File: src/rtl/input_channel_dequeue_scoreboard_pkg.sv
// Shared control constants and types for the input-channel dequeue scoreboard.
// Latency: n/a (constants and types only).
// Backpressure: n/a.
package input_channel_dequeue_scoreboard_pkg;

  localparam int TIA_NUM_INPUT_CHANNELS        = 4;
  localparam int TIA_ICD_WIDTH                 = TIA_NUM_INPUT_CHANNELS;
  localparam int TIA_CHANNEL_BUFFER_FIFO_DEPTH = 4;
  localparam int TIA_MAX_IN_FLIGHT_DEQUEUES    = 2;

  // Occupancy must represent 0..DEPTH, pending must represent 0..MAX_IN_FLIGHT.
  localparam int TIA_CHANNEL_COUNT_WIDTH = $clog2(TIA_CHANNEL_BUFFER_FIFO_DEPTH + 1);
  localparam int TIA_PENDING_COUNT_WIDTH = $clog2(TIA_MAX_IN_FLIGHT_DEQUEUES + 1);

  typedef logic [TIA_CHANNEL_COUNT_WIDTH-1:0] channel_count_t;
  typedef logic [TIA_PENDING_COUNT_WIDTH-1:0] pending_count_t;

  // Larger of two widths; used to size the occupancy-vs-pending compare.
  function automatic int max_width(input int a, input int b);
    return (a > b) ? a : b;
  endfunction

endpackage

File: src/rtl/input_channel_dequeue_scoreboard_if.sv
// Bundles the trigger/decode/buffer-status signals seen by the dequeue scoreboard.
// Latency: n/a (wiring only).
// Backpressure: none; the empty status itself is the stall signal to the trigger stage.
interface input_channel_dequeue_scoreboard_if
  import input_channel_dequeue_scoreboard_pkg::*;
#(
  parameter int NUM_CHANNELS = TIA_NUM_INPUT_CHANNELS,
  parameter int CNT_W        = TIA_CHANNEL_COUNT_WIDTH,
  parameter int PND_W        = TIA_PENDING_COUNT_WIDTH
);

  logic [NUM_CHANNELS*CNT_W-1:0] input_channel_counts;
  logic                          trigger_valid;
  logic [NUM_CHANNELS-1:0]       trigger_icd;
  logic                          commit_valid;
  logic [NUM_CHANNELS-1:0]       commit_icd;
  logic                          pipeline_flush;
  logic [NUM_CHANNELS-1:0]       effective_empty_status;
  logic [NUM_CHANNELS*PND_W-1:0] pending_dequeue_counts;
  logic                          scoreboard_error;

  // Pipeline side: drives trigger/commit/flush and buffer occupancy.
  modport master (
    output input_channel_counts, trigger_valid, trigger_icd,
           commit_valid, commit_icd, pipeline_flush,
    input  effective_empty_status, pending_dequeue_counts, scoreboard_error
  );

  // Scoreboard side.
  modport slave (
    input  input_channel_counts, trigger_valid, trigger_icd,
           commit_valid, commit_icd, pipeline_flush,
    output effective_empty_status, pending_dequeue_counts, scoreboard_error
  );

endinterface

File: src/rtl/input_channel_dequeue_scoreboard_pending_counter.sv
// One channel's in-flight dequeue counter: saturating up/down with flush to zero.
// Latency: count updates one cycle after inc/dec/flush; error flag is combinational.
// Backpressure: none; over/underflow is flagged instead of blocked.
module input_channel_dequeue_scoreboard_pending_counter
  import input_channel_dequeue_scoreboard_pkg::*;
#(
  parameter int MAX_IN_FLIGHT = TIA_MAX_IN_FLIGHT_DEQUEUES,
  parameter int PND_W         = TIA_PENDING_COUNT_WIDTH
) (
  input  logic             i_clock,
  input  logic             i_reset,
  input  logic             i_inc,
  input  logic             i_dec,
  input  logic             i_flush,
  output logic [PND_W-1:0] o_count,
  output logic             o_error
);

  localparam logic [PND_W-1:0] MAX_CNT = PND_W'(MAX_IN_FLIGHT);

  logic [PND_W-1:0] r_count;
  logic             w_up;
  logic             w_down;
  logic             w_at_max;
  logic             w_at_zero;

  // Simultaneous inc and dec cancel; flush squashes both.
  assign w_up      = i_inc & ~i_dec & ~i_flush;
  assign w_down    = i_dec & ~i_inc & ~i_flush;
  assign w_at_max  = (r_count == MAX_CNT);
  assign w_at_zero = (r_count == '0);

  // Saturating counter: hold at the rails rather than wrapping.
  always_ff @(posedge i_clock) begin
    if (i_reset || i_flush) begin
      r_count <= '0;
    end else if (w_up && !w_at_max) begin
      r_count <= r_count + 1'b1;
    end else if (w_down && !w_at_zero) begin
      r_count <= r_count - 1'b1;
    end
  end

  assign o_count = r_count;
  // Trying to move past either rail means an upstream accounting bug.
  assign o_error = (w_up & w_at_max) | (w_down & w_at_zero);

endmodule

File: src/rtl/input_channel_dequeue_scoreboard.sv
// Per-channel scoreboard of dequeues triggered but not yet committed; yields effective empty.
// Latency: pending counts one cycle after trigger/commit; empty status combinational from them.
// Backpressure: a channel reads empty when occupancy <= in-flight dequeues or in-flight is full.
module input_channel_dequeue_scoreboard
  import input_channel_dequeue_scoreboard_pkg::*;
#(
  parameter int NUM_CHANNELS  = TIA_NUM_INPUT_CHANNELS,
  parameter int BUFFER_DEPTH  = TIA_CHANNEL_BUFFER_FIFO_DEPTH,
  parameter int MAX_IN_FLIGHT = TIA_MAX_IN_FLIGHT_DEQUEUES
) (
  input logic                              i_clock,
  input logic                              i_reset,
  input_channel_dequeue_scoreboard_if.slave sb
);

  localparam int CNT_W = $clog2(BUFFER_DEPTH + 1);
  localparam int PND_W = $clog2(MAX_IN_FLIGHT + 1);
  localparam int CMP_W = max_width(CNT_W, PND_W);

  logic [NUM_CHANNELS-1:0][PND_W-1:0] w_pnd;
  logic [NUM_CHANNELS-1:0][PND_W-1:0] w_pnd_eff;
  logic [NUM_CHANNELS-1:0]            w_err;
  logic [NUM_CHANNELS-1:0]            w_empty;
  logic                               r_error;

  for (genvar c = 0; c < NUM_CHANNELS; c++) begin : g_ch
    logic             w_inc;
    logic             w_dec;
    logic [CMP_W-1:0] w_cnt_ext;
    logic [CMP_W-1:0] w_pnd_ext;

    assign w_inc = sb.trigger_valid & sb.trigger_icd[c];
    assign w_dec = sb.commit_valid & sb.commit_icd[c];

    input_channel_dequeue_scoreboard_pending_counter #(
      .MAX_IN_FLIGHT (MAX_IN_FLIGHT),
      .PND_W         (PND_W)
    ) u_cnt (
      .i_clock (i_clock),
      .i_reset (i_reset),
      .i_inc   (w_inc),
      .i_dec   (w_dec),
      .i_flush (sb.pipeline_flush),
      .o_count (w_pnd[c]),
      .o_error (w_err[c])
    );

    // Treat pending as zero while reset is held so empty tracks raw occupancy from the first cycle.
    assign w_pnd_eff[c] = i_reset ? '0 : w_pnd[c];

    assign w_cnt_ext = CMP_W'(sb.input_channel_counts[c*CNT_W +: CNT_W]);
    assign w_pnd_ext = CMP_W'(w_pnd_eff[c]);

    // Stall when every buffered item is already claimed, or the in-flight window is full.
    assign w_empty[c] = (w_cnt_ext <= w_pnd_ext) | (w_pnd_eff[c] == PND_W'(MAX_IN_FLIGHT));

    assign sb.pending_dequeue_counts[c*PND_W +: PND_W] = w_pnd_eff[c];
  end

  // Sticky error: any channel over/underflow latches until reset; flush does not clear it.
  always_ff @(posedge i_clock) begin
    if (i_reset) begin
      r_error <= 1'b0;
    end else if (|w_err) begin
      r_error <= 1'b1;
    end
  end

  assign sb.effective_empty_status = w_empty;
  assign sb.scoreboard_error       = r_error;

endmodule

File: src/flat_wrapper.sv
// flat-port wrapper written by rule: the top's interface ports become plain ports
module input_channel_dequeue_scoreboard_flat import input_channel_dequeue_scoreboard_pkg::*;
#(
  parameter int NUM_CHANNELS  = TIA_NUM_INPUT_CHANNELS,
  parameter int BUFFER_DEPTH  = TIA_CHANNEL_BUFFER_FIFO_DEPTH,
  parameter int MAX_IN_FLIGHT = TIA_MAX_IN_FLIGHT_DEQUEUES
)
  (i_clock, i_reset, sb_input_channel_counts, sb_trigger_valid, sb_trigger_icd, sb_commit_valid, sb_commit_icd, sb_pipeline_flush, sb_effective_empty_status, sb_pending_dequeue_counts, sb_scoreboard_error);
  input_channel_dequeue_scoreboard_if #(.NUM_CHANNELS(NUM_CHANNELS)) sb_i ();
  input logic i_clock;
  input logic i_reset;
  input wire logic [$bits(sb_i.input_channel_counts)-1:0] sb_input_channel_counts;
  input wire logic [$bits(sb_i.trigger_valid)-1:0] sb_trigger_valid;
  input wire logic [$bits(sb_i.trigger_icd)-1:0] sb_trigger_icd;
  input wire logic [$bits(sb_i.commit_valid)-1:0] sb_commit_valid;
  input wire logic [$bits(sb_i.commit_icd)-1:0] sb_commit_icd;
  input wire logic [$bits(sb_i.pipeline_flush)-1:0] sb_pipeline_flush;
  output wire logic [$bits(sb_i.effective_empty_status)-1:0] sb_effective_empty_status;
  output wire logic [$bits(sb_i.pending_dequeue_counts)-1:0] sb_pending_dequeue_counts;
  output wire logic [$bits(sb_i.scoreboard_error)-1:0] sb_scoreboard_error;
  assign sb_i.input_channel_counts = sb_input_channel_counts;
  assign sb_i.trigger_valid = sb_trigger_valid;
  assign sb_i.trigger_icd = sb_trigger_icd;
  assign sb_i.commit_valid = sb_commit_valid;
  assign sb_i.commit_icd = sb_commit_icd;
  assign sb_i.pipeline_flush = sb_pipeline_flush;
  assign sb_effective_empty_status = sb_i.effective_empty_status;
  assign sb_pending_dequeue_counts = sb_i.pending_dequeue_counts;
  assign sb_scoreboard_error = sb_i.scoreboard_error;
  input_channel_dequeue_scoreboard #(.NUM_CHANNELS(NUM_CHANNELS), .BUFFER_DEPTH(BUFFER_DEPTH), .MAX_IN_FLIGHT(MAX_IN_FLIGHT)) u_core (.i_clock(i_clock), .i_reset(i_reset), .sb(sb_i));
endmodule
File: config.mk
export PLATFORM = sky130hd
export DESIGN_NAME = input_channel_dequeue_scoreboard_flat
export DESIGN_NICKNAME = d
export VERILOG_FILES = /design/src/rtl/input_channel_dequeue_scoreboard_pkg.sv /design/src/rtl/input_channel_dequeue_scoreboard_if.sv /design/src/rtl/input_channel_dequeue_scoreboard_pending_counter.sv /design/src/rtl/input_channel_dequeue_scoreboard.sv /design/src/flat_wrapper.sv
export SDC_FILE = /design/constraint.sdc
export NUM_CORES = 1
export LEC_CHECK = 0
export BUFFER_PORTS_ARGS = -buffer_cell sky130_fd_sc_hd__clkbuf_2
export CORE_MARGIN = 10
export CORE_UTILIZATION = 45
export CTS_CLUSTER_DIAMETER = 60
export DETAILED_ROUTE_END_ITERATION = 16
export PLACE_DENSITY = 0.76
export SYNTH_ARGS = -nofsm -noshare
export SYNTH_HDL_FRONTEND = slang
export SYNTH_SLANG_ARGS = --single-unit
export TNS_END_PERCENT = 30
File: constraint.sdc
create_clock -name i_clock -period 1.5 [get_ports i_clock]
set_clock_uncertainty 0.15 [all_clocks]
set_input_delay 0.15 -clock i_clock [delete_from_list [all_inputs] [get_ports i_clock]]
set_output_delay 0.15 -clock i_clock [all_outputs]
set_load 0.01 [all_outputs]
Word level (Yosys, flattened, before mapping) --
Index checks and enable logic that the tools add are counted.
Storage, ports and cells: bits in registers 9
Operators by class: muxes and demuxes 12, order comparisons 4, bitwise gates (word level) 49, reductions and logical operators 26, add/subtract/negate cells 8, eq/ne operators 8
Operators by type and width (number):
- AND 1 bit | 32
- two-way mux 2 bit | 12
- == test 2 bit, second input constant | 8
- less-or-equal comparator 3 x 2 -> 1 bit | 4
- NOT 1 bit | 9
- adder 2 x 1 -> 2 bit, second input constant | 4
- logical AND 1 bit | 8
- logical NOT 1 bit | 8
- logical NOT 2 bit | 4
- bitwise OR 1 bit | 8
- nonzero test 2 bit | 4
- subtractor 2 x 1 -> 2 bit, second input constant | 4
- OR reduction 4 bit | 1
- logical OR 1 bit | 1

Longest topological paths before layout --
Gate-level depths: netlist of run 1.
depth after elaboration 7, mapped depth 7

Hierarchy --
Synthesis of run 1 repeated with hierarchy kept, for this count alone.
Second synthesis, totals: cells, all modules 122, area total of the unflattened synthesis 992.2 um2
By module, submodules not included:
- input_channel_dequeue_scoreboard_pending_counter | area an instance 143.9 um2, cells an instance 17, sequential area each 40.0 um2, times used 4
- input_channel_dequeue_scoreboard | area an instance 416.6 um2, cells an instance 54, sequential area each 20.0 um2, times used 1

Worst setup path after synthesis of run 1 --
Ideal clock, no wire load.
path type reg2out, from reg u_core.g_ch[1].u_cnt.r_count[0], to out sb_effective_empty_status[1], buffers on the path 0, setup slack -58 ps, data arrival time 1258 ps, cell stages (with the launch flop) 7, path through dfxtp_1 > nor2b_1 > ha_1 > inv_1 > a21oi_1 > a21oi_1 > o22ai_1
Between the ends: cells in the longest elaborated chain, start to end 3, elaborated cells between the ends (all ways) 4, classes of those cells order compare (1); eq/ne (1); mux (1); bitwise (1)
Ends and longest elaborated chain:
- start: declaration | line input_channel_dequeue_scoreboard_pending_counter.sv:21 | logic [PND_W-1:0] r_count;
- start signal: assignment | line input_channel_dequeue_scoreboard_pending_counter.sv:38 | r_count <= r_count + 1'b1;
- start signal: assignment | line input_channel_dequeue_scoreboard_pending_counter.sv:40 | r_count <= r_count - 1'b1;
- two-way mux 2 bit * | line input_channel_dequeue_scoreboard.sv:49 | assign w_pnd_eff[c] = i_reset ? '0 : w_pnd[c];
- via sb_pending_dequeue_counts[2] | line flat_wrapper.sv:19 | output wire logic [$bits(sb_i.pending_dequeue_counts)-1:0] sb_pending_dequeue_counts;
- less-or-equal comparator 3 x 2 -> 1 bit / == test 2 bit (equally long branches) | line input_channel_dequeue_scoreboard.sv:55 | assign w_empty[c] = (w_cnt_ext <= w_pnd_ext) | (w_pnd_eff[c] == PND_W'(MAX_IN_FLIGHT));
- bitwise OR 1 bit * | line input_channel_dequeue_scoreboard.sv:55
- end: declaration | line flat_wrapper.sv:18 | output wire logic [$bits(sb_i.effective_empty_status)-1:0] sb_effective_empty_status;
Mark *: on every way through the listed nets, which the timed path passes. The rest lies on a longest branch.

Worst setup path after layout of run 1 --
from reg u_core.g_ch[1].u_cnt.r_count[0], to out sb_effective_empty_status[1]
Between the ends: cells in the longest elaborated chain, start to end 3, elaborated cells between the ends (all ways) 4, classes of those cells order compare (1); eq/ne (1); mux (1); bitwise (1)
Ends and longest elaborated chain (line):
- two-way mux 2 bit * | input_channel_dequeue_scoreboard.sv:49
- less-or-equal comparator 3 x 2 -> 1 bit / == test 2 bit (equally long branches) | input_channel_dequeue_scoreboard.sv:55
- bitwise OR 1 bit * | input_channel_dequeue_scoreboard.sv:55
Every way passes the cells marked *; elsewhere a longest branch is shown, timed or not.

==> flow_summary.toml, run 1 <==
[status]
status = "finished, violations left"
violations = "negative setup slack"

[synthesis]
syn_area_um2 = 882.1
synth.avg_cell_area_um2 = 7.230
ys_seq_area_share_pct = 20.43
ys_types = 35
synth_top_area_share_pct = 20.43
synth_nets = 155
synth_enable_flop_cells = 0
netlist_instances = 122
yosys.area.top_type = "dfxtp_1"
synth-seq-cells = 9
yosys-top-cells-area = "dfxtp_1 20%, ha_1 11%, a21oi_1 6.8%"
ys.flop_type = "dfxtp_1"
synthArstFlopShare_pct = 0
synth_warnings = 0

[layout]
area.growth.synth_to_final_pct = 72.06
drive_gt1_share_pct = 57.22
multi_input_area_um2 = 834.6
seq_area_um2 = 190.2
nNetsFinal = 221
diodes = 0
fillerInstances = 99

[worst_setup_path]
crit_fanout = 2
arrival_ps = 1450
cp-end-kind = "output port"
worstPathCellList = "nor2b_4, ha_4, inv_2, a21oi_2, a21oi_2, o22ai_1, buf_2"
crit_type = "reg -> out"
crit_top_cell = "a21oi_2"
r2r-start = "u_core.g_ch[0].u_cnt.o_count[1]$_SDFFE_PP0P_"
critPathRequiredTime_ps = 1200
slowest_stage = "dfxtp_2"
rrSetupSlack_ps = 60
worst_r2r_endpoint = "u_core.g_ch[0].u_cnt.o_count[0]$_SDFFE_PP0P_"
start_kind = "flop"
max_stage_delay_ps = 350
reg2reg_depth = 4

[power_and_ir_drop]
switching_share_pct = 33.67
clkPwrFrac_pct = 30.3
intPower_uw = 459.4
switchingPower_uw = 233.3
leakage_nw = 0.6894
irDropWorstVdd_mv = 0.4700
p_comb_share_pct = 33.9
pwr_density_cell_nw_per_um2 = 456.4
seqPwrFrac_pct = 35.8
totalPowerFinal_uw = 692.7

[cts]
clk_latency_ps = 280
cts_buffer_depth = 2
cts.clk_slew.worst_paths_ps = 80
clock_sinks = 9
numCtsBuffers = 3
cts_tree = "built"
htreeDepth = 1
root_buffer = "clkbuf_4"

[place]
place_congestion = 0.8162
hpwlAfterDp_um = 2435
portBuffers = 37

[global_routing]
grt_usage_pct = 16.00
grt_overflow = 0
grt_pass1_vias = 1250
grt_max_degree = 8
grt_pass1_wl_um = 5595
antenna_found_initial = 0

[die]
ios = 38
rows = 15
dieWidth_um = 64.28
core_um2 = 1783
die_h_um = 64.28
die-area_um2 = 4131
initial_core_util_pct = 49.47

[routing]
drt_iter0_drc = 101
drt-total-wl_um = 3693
vias_per_cell = 6.042
num_vias = 1281
wire_per_inst_um = 17.42
first_pass_iters = 4
ant_nets = 0
drc = 0

[sta]
fmax_mhz = 570.8
rsz0062_at_grt = "yes"
hold_violations = 0
min_period_ps = 1752
tightest_slew_ps = 412.4
fin_crit_sh_pct = 116.8
whs_ps = 95.39
setup_viol = 4
maxSlewHeadroom_pct = 71.79
finalMaxSlewViolations = 0
setup_ws_ps = -251.9

[min_path]
hold_depth = 3
min_delay_worst_endpoint = "u_core.g_ch[3].u_cnt.o_count[1]$_SDFFE_PP0P_"
worstHoldStart = "sb_pipeline_flush"
hp-class = "in -> reg"

[job]
cap_violations = 0
cell usage after synthesis (2+ instances only):
library cell / instances
nand2_1: 8
o211ai_1: 3
nand3_1: 11
a21boi_0: 2
o21ai_0: 6
nor2_1: 7
a21oi_1: 12
nand2b_1: 5
inv_1: 12
nor2b_1: 4
and2_1: 3
ha_1: 8
o22ai_1: 4
nand4_1: 6
dfxtp_1: 9
mux2_2: 3
metrics by stage:
stage / TNS [ps] / area (µm²) / std cells / util (%) / worst slack (ps)
floorplan: -113.7 / 887.1 / 122 / - / -47.31
global placement: -68.21 / 1245 / 202 / 69.82 / -30.45
detailed placement: -382.9 / 1245 / 202 / 69.82 / -100.1
CTS: -794.1 / 1370 / 210 / 76.84 / -211.4
global route: -1014 / 1518 / 212 / 85.12 / -290.2
finish: -805.7 / 1518 / 212 / 85.12 / -251.9
worst max-delay path: cells and delay by family (launching register included):
kind,cells,cell delay [ps]
fa+ha+maj,1,150
simple gates,1,180
buf+inv,2,190
flops,1,350
compound gates,3,310
cells by family (layout without fill, tap and decap cells):
family	count (synthesis)	count (layout)	share of synthesized area (%)
and+or+nand+nor	52	52	33.05
AOI/OAI and AO/OA	33	33	22.27
buffers and inverters	15	80	6.949
DFF	9	9	20.43
adders and majority gates	8	8	11.35
muxes	4	4	4.964
xor gates and xnor gates	1	1	0.9931
metal layers:
layer  GRT usage, %  vias up  wire [µm]
li1               -      576          -
met3          4.530       15        356
met1          17.12      596       1364
met2          27.71       94       1882
met4          8.556        0         90
met5              0        -          0
worst max-delay path by stage:
| stage | start | endpoint | cells past startpoint |
|---|---|---|---|
| floorplan | u_core.g_ch[0].u_cnt.o_count[0]$_SDFFE_PP0P_ | sb_effective_empty_status[0] | 6 |
| global route | u_core.g_ch[1].u_cnt.o_count[0]$_SDFFE_PP0P_ | sb_effective_empty_status[1] | 7 |
| CTS | u_core.g_ch[3].u_cnt.o_count[1]$_SDFFE_PP0P_ | sb_effective_empty_status[3] | 6 |
| global placement | i_reset | sb_effective_empty_status[1] | 7 |
| finish | u_core.g_ch[1].u_cnt.o_count[0]$_SDFFE_PP0P_ | sb_effective_empty_status[1] | 7 |
| detailed placement | i_reset | sb_effective_empty_status[1] | 7 |
state kept, by name, summed over array words and instances, names as in the netlist:
signal,flops
u_core.g_ch.u_cnt.o_count,8
u_core.sb.scoreboard_error,1
final cells by class:
class,instances,area share (%)
multi-input combinational,98,54.99
sequential,9,12.53
timing repair buffer,64,25.72
clock buffer,4,1.731
inverter,12,2.968
tap,25,2.061
cells in the final DEF (no fill, tap or decap), types with 2 or more instances in the layout:
cell      instances
a21oi_1           5
clkbuf_2         33
inv_1             8
a21boi_0          2
nand4_1           6
dfxtp_2           8
nand2b_4          4
o22ai_1           4
and2_1            3
a21oi_2           6
mux2_2            3
ha_4              8
nand2_1           8
nor2_1            7
o21ai_0           6
inv_2             4
nand3_1          11
buf_4            26
buf_2             4
o211ai_1          3
clkbuf_4          3
nor2b_4           4
power by group through the flow:
stage	Combinational [mW]	Sequential, mW	Clock [mW]
detailed placement	0.181	0.252	0
floorplan	0.0877	0.255	0
finish	0.235	0.248	0.210
global route	0.252	0.248	0.220
CTS	0.197	0.247	0.200
global placement	0.170	0.252	0
repair_timing:
action	CTS	global route
endpoints found under the hold margin	1	0
gates resized for setup	16	30
endpoints found under the setup margin	4	4
pin swaps	8	12
setup buffers	3	2
hold buffers	1	0
No activity file was read; power rests on OpenSTA's default activity.
==> inputs of run 2 (changes only) <==
--- a/config.mk
+++ b/config.mk
@@ -6,11 +6,13 @@
 export NUM_CORES = 1
 export LEC_CHECK = 0
 export BUFFER_PORTS_ARGS = -buffer_cell sky130_fd_sc_hd__clkbuf_2
+export CELL_PAD_IN_SITES_DETAIL_PLACEMENT = 1
+export CELL_PAD_IN_SITES_GLOBAL_PLACEMENT = 1
 export CORE_MARGIN = 10
-export CORE_UTILIZATION = 45
+export CORE_UTILIZATION = 32
 export CTS_CLUSTER_DIAMETER = 60
 export DETAILED_ROUTE_END_ITERATION = 16
-export PLACE_DENSITY = 0.76
+export PLACE_DENSITY_LB_ADDON = 0.1
 export SYNTH_ARGS = -nofsm -noshare
 export SYNTH_HDL_FRONTEND = slang
 export SYNTH_SLANG_ARGS = --single-unit
==> run 2 against run 1 <==
The flow still finishes with violations (negative setup slack). Non-clock buffer count is 2 higher. Setup slack gained 46 ps. Clock-buffer cell count stayed put. Core utilization down 27 points. Critical path depth stayed put. Power shrank 1.5%. First-iteration DRC count shrank 80%. Highest routed layer unchanged. Cell area down 1.8%. Routed wire length down 6.3%. Via count down 11%. Hold slack improved by 11 ps.
==> flow_summary.toml, run 2 (synthesized netlist as in run 1, its figures left out) <==
[worst_setup_path]
r2r-start = "u_core.g_ch[1].u_cnt.o_count[1]$_SDFFE_PP0P_"
cp-end-kind = "output port"
crit_fanout = 2
cp_top_family = "flip-flops"
start_kind = "flop"
arrival_ps = 1410
crit_top_cell = "a21oi_2"
critPathRequiredTime_ps = 1200
worst_r2r_endpoint = "u_core.g_ch[1].u_cnt.o_count[0]$_SDFFE_PP0P_"
max_stage_delay_ps = 340
worst-path-buf-inv = 2
slowest_stage = "dfxtp_2"
worstPathCellList = "nor2b_4, ha_4, inv_2, a21oi_2, a21oi_2, o22ai_1, buf_2"
startpoint = "u_core.g_ch[1].u_cnt.o_count[0]$_SDFFE_PP0P_"
reg2reg_depth = 4
rrSetupSlack_ps = 170
crit_type = "reg -> out"

[place]
portBuffers = 37
hpwlAfterDp_um = 2676
place_congestion = 0.7077
place_area_um2 = 1296

[cts]
htreeDepth = 1
cts_tree = "built"
numCtsBuffers = 3
cts.clk_slew.worst_paths_ps = 80
clock_sinks = 9
cts_buffer_depth = 2
root_buffer = "clkbuf_4"
clk_latency_ps = 270

[routing]
drc = 0
num_vias = 1137
ant_nets = 0
wire_per_inst_um = 15.81
drt_iter0_drc = 20
drt-total-wl_um = 3462
first_pass_iters = 4
vias_per_cell = 5.192

[layout]
diodes = 0
area.growth.synth_to_final_pct = 68.94
largest_register_ffs = 8
nNetsFinal = 223
layout_commonest_cell = "clkbuf_2"
final_cell_mix = "33 x clkbuf_2, 28 x buf_4, 11 x inv_1, 11 x nand3_1"
finalInstanceArea_um2 = 1490
seq_area_um2 = 190.2
drive_gt1_share_pct = 53.97
fillerInstances = 336
multi_input_area_um2 = 785.8

[power_and_ir_drop]
seqPwrFrac_pct = 36.2
switching_share_pct = 32.77
p_comb_share_pct = 32.5
leakage_nw = 0.7007
intPower_uw = 458.8
clkPwrFrac_pct = 31.3
pwr_density_cell_nw_per_um2 = 458.0
irDropWorstVdd_mv = 0.5035
switchingPower_uw = 223.7

[sta]
setup_viol = 4
tightest_slew_ps = 362.5
finalMaxSlewViolations = 0
fmax_mhz = 586.1
min_period_ps = 1706
whs_ps = 106.3
fin_crit_sh_pct = 113.7
rsz0062_at_grt = "yes"
setup_ws_ps = -206.2
maxSlewHeadroom_pct = 75.21
hold_violations = 0

[min_path]
hp-class = "in -> reg"
min_delay_worst_endpoint = "u_core.g_ch[0].u_cnt.o_count[0]$_SDFFE_PP0P_"
worstHoldStart = "sb_trigger_icd[0]"
hold_depth = 4

[die]
die_h_um = 72.50
dieWidth_um = 72.50
ios = 38
die-area_um2 = 5256
initial_core_util_pct = 34.66
core_um2 = 2545
rows = 18

[global_routing]
grt_overflow = 0
grt_pass1_vias = 1180
grt_max_degree = 11
grt_pass1_wl_um = 5306
grt_usage_pct = 11.91
antenna_found_initial = 0

[status]
status = "finished, violations left"
violations = "negative setup slack"

[job]
cap_violations = 0
run 2: cell count changes in the layout (fill, tap and decap cells not counted), sizes merged:
cell  before  now
buf       30   32
run 2: power groups by stage:
stage / sequential [mW] / clock (mW) / combinational [mW]
2_1_floorplan: 0.255 / 0 / 0.0877
3_3_place_gp: 0.252 / 0 / 0.180
3_5_place_dp: 0.252 / 0 / 0.189
4_1_cts: 0.247 / 0.223 / 0.194
5_1_grt: 0.248 / 0.229 / 0.245
6_report: 0.247 / 0.214 / 0.222
run 2: cell type report:
type	count	share of cell area, %
multi-input cells	98	52.73
repair buffers	66	27.20
flip-flops and latches	9	12.76
inverters	12	3.023
well taps	30	2.519
clock buffers	4	1.763
run 2: worst min-delay path, stage by stage:
cell and delay (ps):
clkbuf_2 110, nand3_4 80, nand2_1 60, a2111oi_0 80
run 2: repair_timing:
item / 4_1_cts / 5_1_grt
resized for setup: 6 / 29
cloned: 0 / 0
endpoints found under the hold margin: 1 / 0
hold buffers: 1 / 0
setup endpoints to repair: 4 / 4
buffers inserted: 1 / 0
pin swaps: 7 / 5
run 2: stage by stage:
step	setup TNS, ps	std cells	utilization [%]	worst slack (ps)	power, mW
finish	-709.3	219	58.55	-206.2	0.6824
global route	-998.9	219	58.55	-268.6	0.7216
CTS	-1055	219	53.15	-267.3	0.6632
detailed placement	-516.3	213	50.93	-128.6	0.4417
global placement	-237.5	213	50.93	-66.34	0.4320
floorplan	-113.7	122	-	-47.31	0.3427
run 2: layer usage:
layer | vias to the layer above | share of wire (%) | global-route usage [%]
li1 | 577 | - | -
met1 | 534 | 40 | 13.17
met2 | 24 | 55 | 21.96
met4 | 0 | 0.20 | 1.266
met5 | - | 0 | 0
met3 | 2 | 4.3 | 4.082
run 2: worst max-delay path by stage:
stage / endpoint / slack, ps / cells after the start
floorplan: sb_effective_empty_status[0] / -50 / 6
global placement: sb_effective_empty_status[3] / -70 / 7
detailed placement: sb_effective_empty_status[1] / -130 / 7
CTS: sb_effective_empty_status[1] / -270 / 6
global route: sb_effective_empty_status[3] / -270 / 7
finish: sb_effective_empty_status[1] / -210 / 7
